File: config.mk
export PLATFORM = sky130hd
export DESIGN_NAME = sm4_pkcs7_pad_axis8_flat
export DESIGN_NICKNAME = d
export VERILOG_FILES = /design/src/rtl/sm4_pkg.sv /design/src/rtl/sm4_pkcs7_pad_axis8_if.sv /design/src/rtl/sm4_pkcs7_pad_axis8.sv /design/src/flat_wrapper.sv
export SDC_FILE = /design/constraint.sdc
export NUM_CORES = 1
export LEC_CHECK = 0
export BUFFER_PORTS_ARGS = -buffer_cell sky130_fd_sc_hd__buf_2
export CAP_MARGIN = 10
export CELL_PAD_IN_SITES_DETAIL_PLACEMENT = 1
export CELL_PAD_IN_SITES_GLOBAL_PLACEMENT = 1
export CORE_ASPECT_RATIO = 1.75
export CORE_MARGIN = 10
export CORE_UTILIZATION = 45
export DETAILED_ROUTE_END_ITERATION = 16
export GPL_TIMING_DRIVEN = 0
export PLACE_DENSITY_LB_ADDON = 0.1
export SKIP_CTS_REPAIR_TIMING = 1
export SKIP_LAST_GASP = 1
export SLEW_MARGIN = 15
export SYNTH_ARGS = -nofsm -noshare
export SYNTH_HDL_FRONTEND = slang
export SYNTH_SLANG_ARGS = --single-unit
File: constraint.sdc
create_clock -name clk -period 4.4 [get_ports clk]
set_input_delay 0.44 -clock clk [delete_from_list [all_inputs] [get_ports clk]]
set_output_delay 0.44 -clock clk [all_outputs]
set_load 0.005 [all_outputs]
File: src/rtl/sm4_pkg.sv
// Shared definitions for the SM4 byte-stream PKCS#7 padder and unpadder.
package sm4_pkg;

  localparam int SM4_BLOCK_BYTES = 16;

  typedef enum logic {
    PASS = 1'b0,
    PAD  = 1'b1
  } pad_state_e;

  // cnt is the number of bytes already seen in the current block, before the last byte.
  function automatic logic [4:0] pkcs7_len(input logic [3:0] cnt);
    logic [3:0] nxt;
    nxt = cnt + 4'd1;
    return 5'd16 - {1'b0, nxt};
  endfunction

endpackage

File: src/rtl/sm4_pkcs7_pad_axis8_if.sv
// 8-bit AXI-Stream bundle with a tuser sideband, as seen by the padder.
interface sm4_pkcs7_pad_axis8_if #(
  parameter int TUSER_W = 8
);
  logic [7:0]         tdata;
  logic               tvalid;
  logic               tlast;
  logic [TUSER_W-1:0] tuser;
  logic               tready;

  modport master (output tdata, tvalid, tlast, tuser, input tready);
  modport slave  (input tdata, tvalid, tlast, tuser, output tready);
endinterface

File: src/rtl/sm4_pkcs7_pad_axis8.sv
// Appends PKCS#7 padding to 8-bit AXI-Stream packets so each packet is a whole
// number of 16-byte SM4 blocks; data bytes pass through one output register.
module sm4_pkcs7_pad_axis8
  import sm4_pkg::*;
#(
  parameter int BLOCK_BYTES = 16,
  parameter int TUSER_W     = 8
) (
  input  logic                         clk,
  input  logic                         rst,
  input  logic                         pad_en,
  sm4_pkcs7_pad_axis8_if.slave         s_axis,
  sm4_pkcs7_pad_axis8_if.master        m_axis
);

  if (BLOCK_BYTES != SM4_BLOCK_BYTES) begin : g_bad_block
    $error("sm4_pkcs7_pad_axis8 supports only 16-byte blocks");
  end

  pad_state_e         state;
  pad_state_e         state_nxt;
  logic [3:0]         cnt;
  logic               first;
  logic               pad_act;
  logic [4:0]         rem;
  logic [4:0]         pad_len;
  logic [TUSER_W-1:0] user_q;

  logic [7:0]         tdata_p0;
  logic               vld_p0;
  logic               tlast_p0;
  logic [TUSER_W-1:0] tuser_p0;

  logic reg_free;
  logic in_hs;
  logic pad_now;
  logic pad_start;
  logic pad_step;
  logic pad_done;

  assign reg_free  = !vld_p0 || m_axis.tready;
  assign s_axis.tready = (state == PASS) && reg_free && !rst;
  assign in_hs     = s_axis.tvalid && s_axis.tready;
  // The packet's padding decision is taken from live pad_en only on its first byte.
  assign pad_now   = first ? pad_en : pad_act;
  assign pad_start = in_hs && s_axis.tlast && pad_now;
  assign pad_step  = (state == PAD) && reg_free;
  assign pad_done  = pad_step && (rem == 5'd1);

  always_comb begin
    state_nxt = state;
    case (state)
      PASS:    if (pad_start) state_nxt = PAD;
      PAD:     if (pad_done)  state_nxt = PASS;
      default: state_nxt = PASS;
    endcase
  end

  always_ff @(posedge clk or posedge rst) begin
    if (rst) state <= PASS;
    else     state <= state_nxt;
  end

  always_ff @(posedge clk or posedge rst) begin
    if (rst) begin
      cnt     <= 4'd0;
      first   <= 1'b1;
      pad_act <= 1'b0;
      rem     <= 5'd0;
    end else begin
      if (in_hs) begin
        if (s_axis.tlast && !pad_now) begin
          cnt   <= 4'd0;
          first <= 1'b1;
        end else begin
          cnt   <= cnt + 4'd1;
          first <= 1'b0;
        end
        if (first) pad_act <= pad_en;
      end else if (pad_done) begin
        cnt   <= 4'd0;
        first <= 1'b1;
      end

      if (pad_start)     rem <= pkcs7_len(cnt);
      else if (pad_step) rem <= rem - 5'd1;
    end
  end

  always_ff @(posedge clk) begin
    if (in_hs && first) user_q  <= s_axis.tuser;
    if (pad_start)      pad_len <= pkcs7_len(cnt);
  end

  // ---- output register stage p0 ----
  always_ff @(posedge clk or posedge rst) begin
    if (rst) begin
      vld_p0   <= 1'b0;
      tdata_p0 <= 8'd0;
      tlast_p0 <= 1'b0;
      tuser_p0 <= '0;
    end else if (in_hs) begin
      vld_p0   <= 1'b1;
      tdata_p0 <= s_axis.tdata;
      tuser_p0 <= s_axis.tuser;
      tlast_p0 <= s_axis.tlast && !pad_now;
    end else if (pad_step) begin
      vld_p0   <= 1'b1;
      tdata_p0 <= {3'b000, pad_len};
      tuser_p0 <= user_q;
      tlast_p0 <= (rem == 5'd1);
    end else if (m_axis.tready) begin
      vld_p0   <= 1'b0;
    end
  end

  assign m_axis.tdata  = tdata_p0;
  assign m_axis.tvalid = vld_p0;
  assign m_axis.tlast  = tlast_p0;
  assign m_axis.tuser  = tuser_p0;

endmodule
File: src/flat_wrapper.sv
// flat-port wrapper written by rule: the top's interface ports become plain ports
module sm4_pkcs7_pad_axis8_flat import sm4_pkg::*;
#(
  parameter int BLOCK_BYTES = 16,
  parameter int TUSER_W     = 8
)
  (clk, rst, pad_en, s_axis_tdata, s_axis_tvalid, s_axis_tlast, s_axis_tuser, s_axis_tready, m_axis_tdata, m_axis_tvalid, m_axis_tlast, m_axis_tuser, m_axis_tready);
  sm4_pkcs7_pad_axis8_if #(.TUSER_W(TUSER_W)) s_axis_i ();
  sm4_pkcs7_pad_axis8_if #(.TUSER_W(TUSER_W)) m_axis_i ();
  input  logic clk;
  input  logic rst;
  input  logic pad_en;
  input wire logic [$bits(s_axis_i.tdata)-1:0] s_axis_tdata;
  input wire logic [$bits(s_axis_i.tvalid)-1:0] s_axis_tvalid;
  input wire logic [$bits(s_axis_i.tlast)-1:0] s_axis_tlast;
  input wire logic [$bits(s_axis_i.tuser)-1:0] s_axis_tuser;
  output wire logic [$bits(s_axis_i.tready)-1:0] s_axis_tready;
  output wire logic [$bits(m_axis_i.tdata)-1:0] m_axis_tdata;
  output wire logic [$bits(m_axis_i.tvalid)-1:0] m_axis_tvalid;
  output wire logic [$bits(m_axis_i.tlast)-1:0] m_axis_tlast;
  output wire logic [$bits(m_axis_i.tuser)-1:0] m_axis_tuser;
  input wire logic [$bits(m_axis_i.tready)-1:0] m_axis_tready;
  assign s_axis_i.tdata = s_axis_tdata;
  assign s_axis_i.tvalid = s_axis_tvalid;
  assign s_axis_i.tlast = s_axis_tlast;
  assign s_axis_i.tuser = s_axis_tuser;
  assign s_axis_tready = s_axis_i.tready;
  assign m_axis_tdata = m_axis_i.tdata;
  assign m_axis_tvalid = m_axis_i.tvalid;
  assign m_axis_tlast = m_axis_i.tlast;
  assign m_axis_tuser = m_axis_i.tuser;
  assign m_axis_i.tready = m_axis_tready;
  sm4_pkcs7_pad_axis8 #(.BLOCK_BYTES(BLOCK_BYTES), .TUSER_W(TUSER_W)) u_core (.clk(clk), .rst(rst), .pad_en(pad_en), .s_axis(s_axis_i), .m_axis(m_axis_i));
endmodule
==> metrics.md <==
| Metric | Value |
|---|---|
| Placed Instance Area | `2150 µm²` |
| Site Rows | `31` |
| Power Density | `~660 nW/µm²` |
| Gr usage total | `0.140` |
| Worst-path clk slew | `0.08 ns` |
| Commonest non-fill, non-tap cells in the layout | `buf_2, nand2_1, dfrtp_1, edfxtp_1, a22oi_1` |
| Worst R2R Start | `u_core.cnt[0]` |
| Vias in the first global route | `roughly 1,700` |
| Min Tclk post-route | `about 1.8 ns` |
| WL final | `4740 µm` |
| LEAKAGE | `1.04 nW` |
| Max_cap viols | `0` |
| Wire per inst | `about 18 µm` |
| CP max FO | `7` |
| WHS | `0.271 ns` |
| Worst Path Required | `4.57 ns` |
| First-iteration detailed-routing DRC count | `60` |
| Drt pass-1 iters | `4` |
| Post-DP HPWL | `between 3000 and 4000 µm` |
| Ant. Diodes | `0` |
| TritonCTS clock tree | `done` |
| Worst-Skew Late Latency | `0.29 ns` |
| Fin area | `between 2000 and 2500 µm²` |
| Synthesized area per cell | `11.3 µm²` |
| Worst setup EP type | `flip-flop` |
| FF-to-FF End | `u_core.rem[3]` |
| Gpl congestion | `0.761` |
| Crit Path Class | `reg2reg` |
| Commonest non-fill, non-tap cell in the layout | `buf_2` |
| FMAX | `~540 MHz` |
| Core box area | `4110 µm²` |
| R2R Setup Slk | `2.56 ns` |
| Syn_nets | `about 190` |
| Seq/Total Area, Yosys | `0.604` |
| EDFF count, synth | `13` |
| Post-Syn Instances | `167` |
| GR Overflow Total | `0` |
| Fin crit share | `0.417` |
| Cts bufs inserted | `5` |
| P&R area growth vs syn | `18.7%` |
| Largest net degree at the start of global routing | `31` |
| Antenna-violating nets left | `0` |
| H-tree levels | `2` |
| Synth Flop Type | `dfrtp_1` |
| Synthesized area | `1890 µm²` |
| Max VDD drop | `0.369 mV` |
| Crit path arrival time | `2.01 ns` |
| Die area | `~7300 µm²` |
| Clock Tree Root | `clkbuf_8` |
| RSZ-0062 raised after global routing | `false` |
| Post-layout util | `0.546` |
| Setup Skew | `roughly 0.0094 ns` |
| First-pass GRT wire length | `7850 µm` |
| IO Pins | `41` |
| Die X | `69.0 µm` |
| Vias | `1,431` |
| Antenna violations before repair | `0` |
| Sink Count | `43` |
| Final setup vio count | `0` |
| Via-to-Cell Ratio | `5.42` |
| Status | `complete, no violations` |
| Ys Warns | `0` |
| Relative slew slack | `0.560` |
| DRC viols | `0` |
| CP Launch Type | `flip-flop` |
| Seq cells post-synth | `between 40 and 50` |
| Ys async rst share | `0.698` |
| Slew Viols, Final | `0` |
| Ratio of cells with drive above 1 in the final layout | `0.298` |
| Clk buf depth | `2` |
| Count of cell types in the netlist | `39` |
| Setup tns final | `0 ns` |
| R2R depth | `5` |
| Nets | `roughly 240` |
| Initial Util | `0.460` |
| I/O Buffers | `40` |
| Critical path launch point | `u_core.cnt[0]` |
| Die height | `106 µm` |
| Fin. Hold Viols | `0` |
| Worst Tran Pin Value | `0.659 ns` |
| Hold Crit Class | `in2async` |
[state kept, by name, summed over array words and instances (netlist names)]
signal / flops
u_core.cnt: 4
u_core.first: 1
u_core.m_axis.tdata: 8
u_core.m_axis.tlast: 1
u_core.m_axis.tuser: 8
u_core.m_axis.tvalid: 1
u_core.pad_act: 1
u_core.pad_len: 5
u_core.rem: 5
u_core.state: 1
u_core.user_q: 8
[worst max path at each step]
| stage | to | slack [ns] | depth (start not counted) |
|---|---|---|---|
| final | u_core.rem[3] | 2.56 | 5 |
| after global routing | u_core.rem[3] | 2.40 | 5 |
| after CTS | u_core.pad_act | 2.55 | 4 |
| after detailed placement | u_core.pad_act | 2.51 | 4 |
| after global placement | u_core.pad_act | 2.55 | 4 |
| after floorplan | u_core.pad_act | 2.72 | 4 |
[cell families (layout without fill, tap and decap cells)]
logic type / count (synthesis) / after routing / synth area share
XOR/XNOR: 6 / 6 / 0.0278
multiplexers: 5 / 5 / 0.0285
AO/OA/AOI/OAI: 32 / 32 / 0.118
AND/OR/NAND/NOR: 64 / 64 / 0.168
buffers and inverters: 14 / 62 / 0.0331
adder cells (fa/ha/maj): 3 / 3 / 0.0199
flip-flops: 43 / 43 / 0.604
[synth_stat cells (all sizes together) (2+ instances only)]
cell | n | area (µm²)
xnor2 | 3 | 26.3
or2 | 2 | 12.5
nand2 | 37 | 141
mux2i | 2 | 20.0
xor2 | 3 | 26.3
dfrtp | 29 | 726
o31ai | 2 | 15.0
mux2 | 3 | 33.8
inv | 7 | 26.3
nor4 | 2 | 18.8
o2bb2ai | 2 | 17.5
edfxtp | 13 | 390
a22oi | 12 | 90.1
nand3 | 5 | 37.5
a211oi | 2 | 15.0
and2 | 2 | 12.5
buf | 6 | 31.3
nor2 | 9 | 33.8
nor3 | 2 | 10.0
ha | 3 | 37.5
nand2b | 2 | 12.5
o21ai | 8 | 40.0
[worst max-delay path, cell delays in order (launching register included)]
cell	delay (ns)
dfrtp_1	0.47
ha_1	0.41
o31ai_1	0.23
o21ai_0	0.14
xor2_1	0.18
mux2_2	0.28
[through the flow]
stage               total power [mW]  std cells  worst slack [ns]
floorplan                       1.01        167              2.72
global placement                1.19        256              2.55
detailed placement              1.24        256              2.51
CTS                             1.50        264              2.55
global route                    1.59        264              2.40
finish                          1.47        264              2.56
[report_power, final]
group | switching, mW | internal (mW) | leakage [nW]
clock | 0.129 | 0.127 | 0.0482
combinational | 0.309 | 0.238 | 0.504
sequential | 0.106 | 0.564 | 0.487
total | 0.543 | 0.929 | 1.04
[layer usage]
layer / global-route usage / routed length, µm
met5: 0 / 0
met4: 0.0666 / 95
met3: 0.0339 / 220
met2: 0.261 / 2760
met1: 0.129 / 1670
[cell type report]
class	instances	area, µm²
Inverter	8	31.3
Sequential cell	43	1140
Tap cell	49	61.3
Fill cell	473	1870
Multi-Input combinational cell	110	686
Clock inverter	1	5.00
Timing Repair Buffer	40	200
Clock buffer	7	86.3
Buffer	6	31.3
No activity file was read; power rests on OpenSTA's default activity.
